--- src/rtl/ysyx_mem_arb.sv ---
// rtl/ysyx_mem_arb.sv - IF/LS arbiter and single-outstanding sequencer for the shared memory port
`timescale 1ns/1ps

module ysyx_mem_arb #(
  parameter int XLEN         = 64,
  parameter int STARVE_LIMIT = 4
) (
  input  logic              clk,
  input  logic              rst,

  input  logic              if_req_valid,
  output logic              if_req_ready,
  input  logic [XLEN-1:0]   if_req_addr,
  input  logic              if_flush,
  output logic              if_resp_valid,
  output logic [31:0]       if_resp_data,

  input  logic              ls_req_valid,
  output logic              ls_req_ready,
  input  logic [XLEN-1:0]   ls_req_addr,
  input  logic              ls_req_wen,
  input  logic [XLEN-1:0]   ls_req_wdata,
  input  logic [XLEN/8-1:0] ls_req_wmask,
  output logic              ls_resp_valid,
  output logic [XLEN-1:0]   ls_resp_rdata,

  output logic              mem_req_valid,
  input  logic              mem_req_ready,
  output logic [XLEN-1:0]   mem_req_addr,
  output logic              mem_req_wen,
  output logic [XLEN-1:0]   mem_req_wdata,
  output logic [XLEN/8-1:0] mem_req_wmask,
  input  logic              mem_resp_valid,
  input  logic [XLEN-1:0]   mem_resp_rdata,

  output logic              busy
);

  localparam int SW = $clog2(STARVE_LIMIT + 1);
  localparam logic [SW-1:0] STARVE_MAX = SW'(STARVE_LIMIT);

  typedef enum logic [1:0] {
    IDLE  = 2'd0,
    ISSUE = 2'd1,
    WAIT  = 2'd2,
    RESP  = 2'd3
  } state_e;

  state_e              state_q, state_d;
  logic                owner_ls_q, owner_ls_d;
  logic [XLEN-1:0]     addr_q, addr_d;
  logic                wen_q, wen_d;
  logic [XLEN-1:0]     wdata_q, wdata_d;
  logic [XLEN/8-1:0]   wmask_q, wmask_d;
  logic [XLEN-1:0]     rdata_q, rdata_d;
  logic                drop_q, drop_d;
  logic [SW-1:0]       starve_q, starve_d;

  logic                in_idle;
  logic                starve_full;
  logic                grant_if;
  logic                grant_ls;

  // Arbitration: only in IDLE, and never while reset is held so readies stay low in reset
  always_comb begin
    in_idle     = (state_q == IDLE) & rst;
    starve_full = (starve_q == STARVE_MAX);
    grant_if    = in_idle & if_req_valid & ~if_flush & (~ls_req_valid | starve_full);
    grant_ls    = in_idle & ls_req_valid & ~grant_if;
  end

  // Next-state, request latching, flush-drop tracking and starvation counting
  always_comb begin
    state_d    = state_q;
    owner_ls_d = owner_ls_q;
    addr_d     = addr_q;
    wen_d      = wen_q;
    wdata_d    = wdata_q;
    wmask_d    = wmask_q;
    rdata_d    = rdata_q;
    drop_d     = drop_q;
    starve_d   = starve_q;

    unique case (state_q)
      IDLE: begin
        drop_d = 1'b0;
        if (grant_if) begin
          owner_ls_d = 1'b0;
          addr_d     = if_req_addr;
          wen_d      = 1'b0;
          wdata_d    = '0;
          wmask_d    = '0;
          starve_d   = '0;
          state_d    = ISSUE;
        end else if (grant_ls) begin
          owner_ls_d = 1'b1;
          addr_d     = ls_req_addr;
          wen_d      = ls_req_wen;
          wdata_d    = ls_req_wdata;
          wmask_d    = ls_req_wmask;
          state_d    = ISSUE;
          if (!if_req_valid) begin
            starve_d = '0;
          end else if (!starve_full) begin
            starve_d = starve_q + 1'b1;
          end
        end else if (!if_req_valid) begin
          starve_d = '0;
        end
      end
      ISSUE: begin
        if (!owner_ls_q && if_flush) drop_d = 1'b1;
        if (mem_req_ready) state_d = WAIT;
      end
      WAIT: begin
        if (!owner_ls_q && if_flush) drop_d = 1'b1;
        if (mem_resp_valid) begin
          rdata_d = mem_resp_rdata;
          state_d = RESP;
        end
      end
      RESP: begin
        drop_d  = 1'b0;
        state_d = IDLE;
      end
      default: state_d = IDLE;
    endcase
  end

  // State and latched-request registers; reset abandons any bus transaction
  always_ff @(posedge clk or negedge rst) begin
    if (!rst) begin
      state_q    <= IDLE;
      owner_ls_q <= 1'b0;
      addr_q     <= '0;
      wen_q      <= 1'b0;
      wdata_q    <= '0;
      wmask_q    <= '0;
      rdata_q    <= '0;
      drop_q     <= 1'b0;
      starve_q   <= '0;
    end else begin
      state_q    <= state_d;
      owner_ls_q <= owner_ls_d;
      addr_q     <= addr_d;
      wen_q      <= wen_d;
      wdata_q    <= wdata_d;
      wmask_q    <= wmask_d;
      rdata_q    <= rdata_d;
      drop_q     <= drop_d;
      starve_q   <= starve_d;
    end
  end

  // Output decode: bus fields come straight from the latches, responses routed by owner
  always_comb begin
    if_req_ready  = grant_if;
    ls_req_ready  = grant_ls;
    mem_req_valid = (state_q == ISSUE);
    mem_req_addr  = addr_q;
    mem_req_wen   = wen_q;
    mem_req_wdata = wdata_q;
    mem_req_wmask = wmask_q;
    if_resp_valid = (state_q == RESP) & ~owner_ls_q & ~drop_q & ~if_flush;
    if_resp_data  = addr_q[2] ? rdata_q[63:32] : rdata_q[31:0];
    ls_resp_valid = (state_q == RESP) & owner_ls_q;
    ls_resp_rdata = wen_q ? '0 : rdata_q;
    busy          = (state_q != IDLE);
  end

endmodule

--- config.mk ---
export PLATFORM = sky130hd
export DESIGN_NAME = ysyx_mem_arb
export DESIGN_NICKNAME = d
export VERILOG_FILES = /design/src/rtl/ysyx_mem_arb.sv
export SDC_FILE = /design/constraint.sdc
export NUM_CORES = 1
export LEC_CHECK = 0
export ABC_CLOCK_PERIOD_IN_PS = 2200
export BUFFER_PORTS_ARGS = -buffer_cell sky130_fd_sc_hd__buf_2
export CAP_MARGIN = 20
export CORE_AREA = 2 2 200 202
export CTS_CLUSTER_DIAMETER = 80
export CTS_CLUSTER_SIZE = 24
export DETAILED_ROUTE_END_ITERATION = 10
export DIE_AREA = 0 0 202 204
export PLACE_DENSITY = 0.46
export SYNTH_ARGS = -nofsm -noshare
export SYNTH_HDL_FRONTEND = slang
export SYNTH_SLANG_ARGS = --single-unit
--- constraint.sdc ---
create_clock -name clk -period 2.2 [get_ports clk]
set_clock_uncertainty 0.2 [all_clocks]
set_input_delay 0.33 -clock clk [delete_from_list [all_inputs] [get_ports clk]]
set_output_delay 0.33 -clock clk [all_outputs]
set_load 0.005 [all_outputs]
Word-level counts from Yosys, hierarchy flattened
Index checks and enable logic that the tools add are counted. Widths: inputs -> output; s select.

Word-level logic and storage cells: 71. Register bits: 208. Input bits: 272.

$add $sub $neg: 1. Equal/unequal tests: 10. Bitwise operators: 16. Muxes and demuxes: 24. Reduce and logical (&&, ||, !) cells: 11.

Operators by type and width (number): $mux 64 (5); $mux 32 (1); $mux 8 (2); $mux 3 (5); $and 1x1->1 (10); $mux 2 (4); $pmux 2 s4 (1); $ne 3x3->1 const B (2); $reduce_and 3->1 (2); $mux 1 (5); $not 1->1 (5); $eq 2x2->1 const B (2); $ne 2x1->1 const B (2); $reduce_and 2->1 (2); $reduce_bool 2->1 (2); $reduce_or 2->1 (2); $add 3x1->3 const B (1); $eq 3x3->1 const B (1); $ne 3x1->1 const B (1); $eq 2x1->1 const B (1); $logic_not 2->1 (1); $ne 2x2->1 const B (1); $pmux 1 s2 (1); $logic_and 1x1->1 (1); other kinds (2) (2).

Longest topological paths before layout
Word-level depth: 10. Mapped depth: 9.

Worst setup path before layout
Ideal clock, no wire load.

Kind: register to register. Start point: register state_q[0]. End point: register addr_q[10] (netlist: mem_req_addr[10]). Setup time: 127 ps. Path buffers: 2. Arrival time: 1634 ps. Period minus slack after synthesis: 1961 ps. Setup slack: 239 ps. Cell stages (with the launch flop): 9. Path through: dfrtp_1 > inv_1 > ha_1 > nand2_1 > o21bai_1 > buf_2 > buf_2 > a222oi_1 > inv_1.

Cells in the longest elaborated chain, start to end: 9. Elaborated cells between the ends (all ways): 11.

RTL lines: start, declared (RTL line 49) `state_e state_q, state_d;`; start signal, assigned (RTL line 143) `state_q <= state_d;`; $logic_not 2->1 * (RTL line 66, 84); $and 1x1->1 (RTL line 66) `in_idle = (state_q == IDLE) & rst;`; $and 1x1->1 (3 in a row) (RTL line 68) `grant_if = in_idle & if_req_valid & ~if_flush & (~ls_req_valid | starve_full);`; $not 1->1 (RTL line 69) `grant_ls = in_idle & ls_req_valid & ~grant_if;`; $and 1x1->1 (RTL line 69); $reduce_bool 2->1 (no line); $reduce_and 2->1 (no line); end signal, assigned (RTL line 145) `addr_q <= addr_d;`; end, declared (RTL line 51) `logic [XLEN-1:0] addr_q, addr_d;`.

Mark *: on every way between the ends. The rest lies on a longest branch, timed or not. A chain may end at the register's enable or synchronous reset.

Final worst setup path
Start point: register addr_q[2] (netlist: mem_req_addr[2]). End point: output if_resp_data[13].

Cells in the longest elaborated chain, start to end: 1.

RTL lines: $mux 32 (RTL line 165) `if_resp_data = addr_q[2] ? rdata_q[63:32] : rdata_q[31:0];`; end, declared (RTL line 16) `output logic [31:0] if_resp_data,`.

No other way between the ends.

==> results.yml <==
critical_path:
  required_ns: 1.67
  cpPeakStageDelay_ns: 0.59
  cp_max_fo: 8
  cp-end-kind: "primary output"
  worstSetupPathType: "flop to primary output"
  worst_setup_path_start_kind: "flop"
  crit_arrival_ns: 1.74
  slowest_stage: "dfrtp_4"
  cp_cell_sequence: "clkbuf_16, mux2_4, buf_6"
route:
  wire_per_inst_um: 17.5
  wirelength_um: 35100
  drt-initial-drc-count: 791
  drc_errors: 0
  ant_nets: 0
  drt_pass1_iterations: 7
  routed-via-count: 8864
  via_per_inst: 4.41
cells_and_area:
  drive_gt1_share_pct: 47.8
  final_cells: 2012
  final_net_count: 1754
  n_fill_cell: 3688
  areaGrowthSynthToFinish_pct: 82.1
sta:
  slew_violations: 0
  setup_viol: 34
  worst_slew_pin_slew_ns: 0.763
  relSlewSlack_pct: 49.1
  hold_viol_final: 0
  fin_ws_ns: -0.0681
  rsz0062_at_grt: "yes"
  fmax_mhz: 441
  hold_ws_ns: 0.0744
  period_share_pct: 103
  period_minus_slack_ns: 2.27
yosys:
  synth_cells: 674
  syn-num-nets: 953
  netlist_area_um2: 8890
  synth.yosys.seq_area_share_pct: 58.6
  synth_commonest_cells: "208 x dfrtp_1, 97 x mux2_2, 72 x inv_1, 68 x a22o_1, 65 x nor2b_1"
  synth.most_common_cell: "dfrtp_1"
  synth.area.top_cells: "dfrtp_1 59%, mux2_2 12%, a222oi_1 7.2%, a22o_1 6.7%, nor2b_1 4.6%"
  yosysTopAreaCellShare_pct: 58.6
  synth-edff-count: 0
  synth_cell_types: 32
  yosys_register_bits: 208
  yosysTopAreaCell: "dfrtp_1"
  async_reset_ff_share_pct: 100
  synth.yosys.warnings: 0
  postSynthAreaPerCell_um2: 13.2
  yosys_most_used_dff: "dfrtp_1"
global_route:
  grt_pass1_wl_um: 51300
  antenna_found_initial: 2
  grt_overflow: 0
  grt_start_max_net_pins: 129
  grt_pass1_vias: 9294
  grtUsageTotal_pct: 15.7
floorplanning:
  die_area_um2: 41200
  top_level_ports: 511
  die_h_um: 204
  rows: 73
  die_w_um: 202
  core_area_um2: 39200
  start_util_pct: 22.7
cts:
  cts.root.buffer_cell: "clkbuf_16"
  cts_max_level: 1
  cts_tree: "yes"
  clkLatencyLatePin_ns: 0.50
  cts_buffers: 17
  clockBufferDepth: 3
  cts.sinks: 208
  cts.clk_slew.worst_paths_ns: 0.09
place:
  post-dp-hpwl_um: 23200
  gp_congestion: 0.795
  dp_cells: 1690
  dp_slack_ns: 0.0894
  port_buffers: 510
power_and_ir_drop:
  p_leak_nw: 8.37
  power.total_mw: 19.6
  power.density_nw_per_um2: 1210
  ir_drop_uv: 526
status:
  status: "finished with violations"
  violations: "setup timing"
run:
  maxCapViolCount: 0
min_path:
  hold_path_class: "input port to flop"
-- worst max-delay path: cells and delay by family (launching register included) --
kind	cells	cell delay (ns)
buffers and inverters	2	0.33
DFF	1	0.59
muxes	1	0.31
-- registers in the layout, indices dropped and copies added, names as in the netlist --
name and count:
starve_q 3, rdata_q 64, state_q 2, mem_req_wen 1
mem_req_wmask 8, mem_req_wdata 64, owner_ls_q 1, drop_q 1
mem_req_addr 64
-- cell usage in the layout, fill, tap and decap left out, types with 3 or more instances in the layout --
master | synthesis | routed
a222oi_1 | 64 | 64
a22o_1 | 68 | 68
buf_12 | 0 | 14
buf_2 | 24 | 479
buf_4 | 0 | 34
buf_6 | 12 | 34
clkbuf_16 | 0 | 21
dfrtp_1 | 208 | 206
dlygate4sd3_1 | 0 | 267
ha_1 | 7 | 5
inv_1 | 72 | 70
inv_8 | 0 | 3
mux2_2 | 97 | 68
mux2_4 | 0 | 29
mux2i_1 | 6 | 6
nand2_1 | 5 | 3
nor2_1 | 6 | 6
nor2b_1 | 65 | 65
-- stage by stage --
stage,area [um^2],TNS (ns),util [%]
floorplan,8890,0,-
global placement,12300,0,31.3
detailed placement,12300,0,31.3
CTS,15700,-3.01,40.1
global route,16200,-5.55,41.3
finish,16200,-1.52,41.3
-- report_power, final --
part,switching (mW),total (mW),internal [mW]
registers,1.24,6.92,5.68
clock network,1.56,3.35,1.79
logic,3.71,9.29,5.58
total,6.52,19.6,13.0
-- routing by layer --
layer	vias up	part of all wire [%]	track usage [%]
met5	-	0.037	0
li1	4072	-	-
met3	66	6.6	3.11
met2	393	51	27.8
met1	4331	40	18.8
met4	2	2.8	5.46
-- final timing paths --
check                                                   start                            end  slack (ns)  cells after the start
worst max-delay path              mem_req_addr[2]$_DFFE_PN0P_               if_resp_data[13]       -0.07                      3
worst min-delay path                                      rst        starve_q[2]$_DFFE_PN0P_        0.07                      4
worst max register to register        starve_q[0]$_DFFE_PN0P_   mem_req_addr[32]$_DFFE_PN0P_        0.02                      9
worst min register to register  mem_req_wdata[56]$_DFFE_PN0P_  mem_req_wdata[56]$_DFFE_PN0P_        0.29                      1
max in group asynchronous                                 rst        mem_req_wen$_DFFE_PN0P_        0.68                      3
min in group asynchronous                                 rst         state_q[1]$_DFFE_PN0P_        0.33                      3
-- final cells by class --
| cell class | instances | area (um^2) | area share (%) |
|---|---|---|---|
| Multi-Input combinational cell | 340 | 3280 | 20.2 |
| Clock buffer | 21 | 460 | 2.84 |
| Antenna cell | 1 | 2.50 | 0.0155 |
| Sequential cell | 208 | 5210 | 32.2 |
| Tap cell | 525 | 657 | 4.06 |
| Timing Repair Buffer | 836 | 6180 | 38.2 |
| Clock inverter | 9 | 133 | 0.819 |
| Inverter | 72 | 270 | 1.67 |
-- cells by family after synthesis --
kind of cell | after synthesis | share of synthesized area (%)
adders and majority gates | 7 | 0.985
and+or+nand+nor | 86 | 5.98
buffers and inverters | 126 | 6.67
AOI/OAI and AO/OA | 144 | 14.8
muxes | 103 | 13.0
DFF | 208 | 58.6
-- timing repair --
| item | 4_1_cts | 5_1_grt |
|---|---|---|
| resized for setup | 11 | 69 |
| gates cloned | 1 | 5 |
| hold buffers | 267 | 0 |
| endpoints found under the setup margin | 32 | 125 |
| hold endpoints to repair | 411 | 0 |
| buffers inserted | 13 | 5 |
| pin swaps | 2 | 20 |
Note: power is estimated with default switching activity, not from simulation.
